==> src/rtl/spi_pkg.sv <==
// Shared types for the SPI slave front end: FSM state encoding, command codes,
// and the command/state legality rule used when SPI_SLAVE_CMD_CHECK_EN is defined.
package spi_pkg;

    typedef enum logic [2:0] {
        IDLE,
        CHK_CMD,
        WRITE,
        READ_ADD,
        READ_DATA
    } spi_state_e;

    localparam logic [1:0] CMD_WR_ADDR = 2'b00;
    localparam logic [1:0] CMD_WR_DATA = 2'b01;
    localparam logic [1:0] CMD_RD_ADDR = 2'b10;
    localparam logic [1:0] CMD_RD_DATA = 2'b11;

    // True when the command bits of a finished word belong to the state that received it.
    function automatic logic cmd_ok(input spi_state_e st, input logic [1:0] cmd);
        case (st)
            WRITE:     return (cmd == CMD_WR_ADDR) || (cmd == CMD_WR_DATA);
            READ_ADD:  return cmd == CMD_RD_ADDR;
            READ_DATA: return cmd == CMD_RD_DATA;
            default:   return 1'b0;
        endcase
    endfunction

endpackage

==> src/rtl/spi_tx_shifter.sv <==
// MISO serialiser: latches a RAM word on start and shifts it out MSB first,
// one bit per clock; busy covers the whole shift, MISO is 0 when idle.
module spi_tx_shifter #(
    parameter int W = 8
) (
    input  logic         clk,
    input  logic         rst,
    input  logic         clear,
    input  logic         start,
    input  logic [W-1:0] tx_data,
    output logic         busy,
    output logic         miso
);

    localparam int CW = $clog2(W + 1);

    logic [W-1:0]  data_q;
    logic [CW-1:0] cnt_q;

    always_ff @(posedge clk) begin
        if (rst || clear) begin
            data_q <= '0;
            cnt_q  <= '0;
        end else if (start) begin
            data_q <= tx_data;
            cnt_q  <= CW'(W);
        end else if (cnt_q != '0) begin
            data_q <= data_q << 1;
            cnt_q  <= cnt_q - CW'(1);
        end
    end

    assign busy = (cnt_q != '0);
    assign miso = busy & data_q[W-1];

endmodule

==> src/rtl/spi_slave_fsm.sv <==
// SPI slave front end for the RAM: deserialises command+payload words and
// serialises read data onto MISO. Optional macro: SPI_SLAVE_CMD_CHECK_EN.
module spi_slave_fsm
    import spi_pkg::*;
#(
    parameter  int MEM_DEPTH = 256,
    localparam int ADDR_SIZE = $clog2(MEM_DEPTH)
) (
    input  logic                 clk,
    input  logic                 rst,
    input  logic                 SS_n,
    input  logic                 MOSI,
    output logic                 MISO,
    output logic [ADDR_SIZE+1:0] rx_data,
    output logic                 rx_valid,
    input  logic [ADDR_SIZE-1:0] tx_data,
    input  logic                 tx_valid,
    output logic                 cmd_err,
    output spi_state_e           state_dbg
);

    localparam int N     = ADDR_SIZE + 2;
    localparam int CNT_W = $clog2(N + 1);

    spi_state_e       state_q, state_d;
    logic [CNT_W-1:0] bit_cnt_q, bit_cnt_d;
    logic [N-2:0]     shreg_q, shreg_d;
    logic             word_done_q, word_done_d;
    logic             tx_started_q, tx_started_d;
    logic             addr_rcvd_q, addr_rcvd_d;
    logic [N-1:0]     rx_data_q, rx_data_d;
    logic             rx_valid_q, rx_valid_d;
    logic             cmd_err_q, cmd_err_d;
    logic             tx_start, tx_clear, tx_busy;
    logic [N-1:0]     word;
    logic             word_ok;

    assign word = {shreg_q, MOSI};

`ifdef SPI_SLAVE_CMD_CHECK_EN
    assign word_ok = cmd_ok(state_q, word[N-1:N-2]);
`else
    assign word_ok = 1'b1;
`endif

    always_ff @(posedge clk) begin
        if (rst) begin
            state_q      <= IDLE;
            bit_cnt_q    <= '0;
            shreg_q      <= '0;
            word_done_q  <= 1'b0;
            tx_started_q <= 1'b0;
            addr_rcvd_q  <= 1'b0;
            rx_data_q    <= '0;
            rx_valid_q   <= 1'b0;
            cmd_err_q    <= 1'b0;
        end else begin
            state_q      <= state_d;
            bit_cnt_q    <= bit_cnt_d;
            shreg_q      <= shreg_d;
            word_done_q  <= word_done_d;
            tx_started_q <= tx_started_d;
            addr_rcvd_q  <= addr_rcvd_d;
            rx_data_q    <= rx_data_d;
            rx_valid_q   <= rx_valid_d;
            cmd_err_q    <= cmd_err_d;
        end
    end

    always_comb begin
        state_d      = state_q;
        bit_cnt_d    = bit_cnt_q;
        shreg_d      = shreg_q;
        word_done_d  = word_done_q;
        tx_started_d = tx_started_q;
        addr_rcvd_d  = addr_rcvd_q;
        rx_data_d    = rx_data_q;
        rx_valid_d   = 1'b0;
        cmd_err_d    = 1'b0;
        tx_start     = 1'b0;
        tx_clear     = 1'b0;

        // Deselect ends any frame: partial words and MISO shifts are dropped, addr_rcvd survives.
        if ((state_q != IDLE) && SS_n) begin
            state_d      = IDLE;
            bit_cnt_d    = '0;
            shreg_d      = '0;
            word_done_d  = 1'b0;
            tx_started_d = 1'b0;
            tx_clear     = 1'b1;
        end else begin
            case (state_q)
                IDLE: begin
                    if (!SS_n) state_d = CHK_CMD;
                end
                CHK_CMD: begin
                    if (!MOSI)            state_d = WRITE;
                    else if (addr_rcvd_q) state_d = READ_DATA;
                    else                  state_d = READ_ADD;
                end
                WRITE, READ_ADD, READ_DATA: begin
                    if (!word_done_q) begin
                        shreg_d = {shreg_q[N-3:0], MOSI};
                        if (bit_cnt_q == CNT_W'(N - 1)) begin
                            word_done_d = 1'b1;
                            bit_cnt_d   = '0;
                            rx_data_d   = word;
                            if (word_ok) begin
                                rx_valid_d = 1'b1;
                                if (state_q == READ_ADD)  addr_rcvd_d = 1'b1;
                                if (state_q == READ_DATA) addr_rcvd_d = 1'b0;
                            end else begin
                                // A rejected read-data word never waits for RAM data.
                                cmd_err_d    = 1'b1;
                                tx_started_d = 1'b1;
                            end
                        end else begin
                            bit_cnt_d = bit_cnt_q + CNT_W'(1);
                        end
                    end else if ((state_q == READ_DATA) && !tx_started_q && !tx_busy && tx_valid) begin
                        tx_start     = 1'b1;
                        tx_started_d = 1'b1;
                    end
                end
                default: state_d = IDLE;
            endcase
        end
    end

    spi_tx_shifter #(.W(ADDR_SIZE)) u_tx (
        .clk     (clk),
        .rst     (rst),
        .clear   (tx_clear),
        .start   (tx_start),
        .tx_data (tx_data),
        .busy    (tx_busy),
        .miso    (MISO)
    );

    assign rx_data   = rx_data_q;
    assign rx_valid  = rx_valid_q;
    assign cmd_err   = cmd_err_q;
    assign state_dbg = state_q;

endmodule

==> config.mk <==
export PLATFORM = sky130hd
export DESIGN_NAME = spi_slave_fsm
export DESIGN_NICKNAME = d
export VERILOG_FILES = /design/src/rtl/spi_pkg.sv /design/src/rtl/spi_tx_shifter.sv /design/src/rtl/spi_slave_fsm.sv
export SDC_FILE = /design/constraint.sdc
export NUM_CORES = 1
export LEC_CHECK = 0
export CAP_MARGIN = 25
export CELL_PAD_IN_SITES_DETAIL_PLACEMENT = 0
export CELL_PAD_IN_SITES_GLOBAL_PLACEMENT = 2
export CORE_MARGIN = 1.5
export CORE_UTILIZATION = 29
export DETAILED_ROUTE_END_ITERATION = 12
export GPL_TIMING_DRIVEN = 1
export PLACE_DENSITY = 0.81
export SLEW_MARGIN = 30
export SYNTH_ARGS = -nofsm -noshare
export SYNTH_HDL_FRONTEND = slang
export SYNTH_SLANG_ARGS = --single-unit
==> constraint.sdc <==
create_clock -name clk -period 1.6 [get_ports clk]
set_clock_uncertainty 0.1 [all_clocks]
set_input_delay 0.32 -clock clk [delete_from_list [all_inputs] [get_ports clk]]
set_output_delay 0.32 -clock clk [all_outputs]
set_load 0.03 [all_outputs]
==> metrics.csv <==
metric,value,unit
Clock Latency Late Sink,0.30,ns
XOR/XNOR share of the synthesized area,0.01493,
"top cells by area, synth","dfxtp_1 (48%), mux2i_1 (16%), nor2_1 (6.8%)",
slowest cell on the critical path,dfxtp_2,
largest net degree at the start of global routing,16,
Clk pwr share,0.241,
CTS Buffer Depth,2,
CP Cell Sequence,inv_2 > ha_4 > nor3b_4 > nor2b_2 > buf_6,
TritonCTS clock tree,yes,
"Max FO, Critical Path",3,
adder-cell share of the synthesized area,0.01421,
drt pass-1 iters,4,
ant diodes,0,
Seq pwr share,0.430,
largest family of logic cells by synthesized area,simple AND/OR/NAND/NOR gates,
Filler cells,615,
reg2reg setup slack,-0.04,ns
post-synth cell types,36,
placed cell count,307,
"worst slack, placed",-0.2851,ns
Synth Area in Simple Gates,0.1713,
Netlist Area Pre-Place,0.001760,mm^2
failing checks,setup timing,
Layout area overhead,43.85,%
Final GP Congestion,0.7455,
Overflow after GRT,0,
DRT iter0 DRCs,73,
DIE AREA,0.006547,mm^2
Final WS setup,-0.08405,ns
DR WL/cell,11.52,um
Vias/cell,4.488,
H-tree lvl count,2,
Num CTS Buffers,5,
VDD IR max,0.6022,mV
Core Region,0.005886,mm^2
Net Sw Power,947.7,uW
worst min-delay path class,reg2reg,
Post-Synthesis Cells,187,
Required @ worst endpoint,1.18,ns
total power,2.959,mW
syn_area_per_cell,9.414,um^2
period utilization,1.053,
Final Hold Viols,0,
CP endpoint kind,output port,
Critical Path AT,1.26,ns
Yosys reg bits,42,
GRT Overall Usage,0.1229,
sw frac,0.3203,
CP max stage delay,0.35,ns
non-filler instance count after layout,324,
CTS sink cnt,42,
Die Wd,80.92,um
number of antenna violations at the first check in global routing,0,
Buffers on Ports,27,
first-pass GRT wire length,6.092,mm
drt drc,0,
fin. max-slew vios,0,
layout cells sized above 1,0.2610,
vias,1454,
mux cell area share after synthesis,0.1592,
Cell Rows,28,
"Seq/Total Area, Yosys",0.4776,
clk slew on worst S/H paths,0.09,ns
vias in the first global route,1333,
total wire length,3.734,mm
cts-stage hold buffer count,0,
Ports,29,
status,finished with violations,
Starting Density,0.2991,
post-detail-place hpwl,2.563,mm
Crit Path Category,reg2out,
PwrDens,1168,mW/mm^2
fmax,593.8,MHz
die height,80.92,um
post-detailed-route count of antenna-violating nets,0,
Layout Utilization,0.4303,
post-synth net total,202,
nets,263,
final setup fails,17,
YS warnings,0,
combinational power share,0.330,
Leak Pwr,1.092,nW
max_cap viols,0,
internal power,2.011,mW
clk root buf,clkbuf_8,
compound-cell area share of the yosys netlist,0.1201,
Setup crit start kind,flip-flop,
post-synth top area share,0.4776,
unrepaired setup endpoints after global routing,true,
post-layout min period,1.684,ns
cell taking the most area after synthesis,dfxtp_1,
==> final cells by class <==
class	instances	area (um^2)	share of cell area
multi-input combinational	128	888.4	0.3508
clock buffer	5	68.82	0.02717
timing repair buffer	64	580.6	0.2292
tap	75	93.84	0.03706
clock inverter	3	22.52	0.008893
inverter	7	26.28	0.01038
sequential	42	852.1	0.3365
==> stage by stage <==
step                      area (um^2)  hold slack, ns  TNS [ns]
final                            2532          0.3814   -0.3339
after global routing             2532          0.4389    -2.130
after CTS                        2489          0.3811   -0.4527
after detailed placement         2328          0.3598    -8.387
after global placement           2328          0.3451    -8.641
after floorplan                  1783          0.2924    -1.993
==> cells in the final DEF (no fill, tap or decap), types with 7 or more instances in the layout <==
| cell | instances |
|---|---|
| dlygate4sd2_1 | 13 |
| buf_6 | 7 |
| nor2_1 | 31 |
| o21ai_0 | 8 |
| buf_4 | 29 |
| mux2i_1 | 28 |
| clkdlybuf4s50_1 | 12 |
| dfxtp_1 | 37 |
| a21oi_1 | 12 |
==> layer usage <==
layer / routed length (um) / vias up / global-route usage
met5: 0 / - / 0
met4: 70 / 0 / 0.05172
met3: 135 / 6 / 0.03596
met2: 1625 / 20 / 0.1858
met1: 1902 / 663 / 0.1624
li1: - / 765 / -
==> flip-flops by register name, indices dropped and copies added, names as in the netlist <==
register	flops
rx_data	10
shreg_q	9
u_tx.data_q	8
bit_cnt_q	4
u_tx.cnt_q	4
state_dbg	3
addr_rcvd_q	1
rx_valid	1
tx_started_q	1
word_done_q	1
==> timing repair <==
action	4_1_cts	5_1_grt
endpoints found under the setup margin	35	35
resized for setup	27	8
cloned	1	0
setup buffers	6	2
pin swaps	9	6
==> critical path: cells and delay by family, from the launching register on <==
kind                       cells  cell delay (ns)
buffers and inverters          2             0.18
adders and majority gates      1             0.15
and+or+nand+nor                2             0.27
DFF                            1             0.35
==> worst paths after layout <==
kind	startpoint	to	depth (start not counted)
worst min register to register	tx_started_q$_SDFFE_PP0P_	tx_started_q$_SDFFE_PP0P_	2
worst min-delay path	tx_started_q$_SDFFE_PP0P_	tx_started_q$_SDFFE_PP0P_	2
worst max-delay path	u_tx.cnt_q[1]$_SDFFE_PP0P_	MISO	5
worst max register to register	state_dbg[2]$_SDFFE_PP0P_	rx_data[5]$_SDFFE_PP0P_	6
==> cell families (layout without fill, tap and decap cells) <==
family / after synthesis / count (layout)
buffers and inverters: 17 / 79
AOI/OAI and AO/OA: 35 / 35
xor gates and xnor gates: 3 / 3
adders and majority gates: 2 / 2
other: 1 / 1
DFF: 42 / 42
muxes: 28 / 28
and+or+nand+nor: 59 / 59
==> power groups by stage <==
stage / combinational, mW / clock [mW] / sequential, mW
6_report: 0.975 / 0.713 / 1.27
5_1_grt: 1.10 / 0.788 / 1.29
4_1_cts: 0.944 / 0.741 / 1.27
3_5_place_dp: 0.828 / 0 / 1.28
3_3_place_gp: 0.821 / 0 / 1.28
2_1_floorplan: 0.542 / 0 / 1.27
==> Yosys cell counts <==
cell and instances:
nand3_1 1, o31ai_1 1, a21oi_1 12, and2b_1 1
a221o_1 1, dfxtp_1 42, inv_1 7, nor3_1 2
ha_1 2, xnor2_1 3, clkbuf_1 6, o211ai_1 1
nor2_1 32, a211oi_1 3, a31oi_1 4, and2_1 1
buf_4 1, or2_2 2, nand3b_1 1, nor4b_1 1
o21ai_0 9, nor2b_1 5, nor3b_2 1, or3b_4 1
nor3b_1 1, or3_1 2, nand2b_1 1, buf_2 3
nand2_1 5, conb_1 1, o2111ai_1 1, or4_1 1
mux2i_1 28, o21a_1 2, o211a_1 1, nor3_4 1
Power figures use the tool's default switching activity.
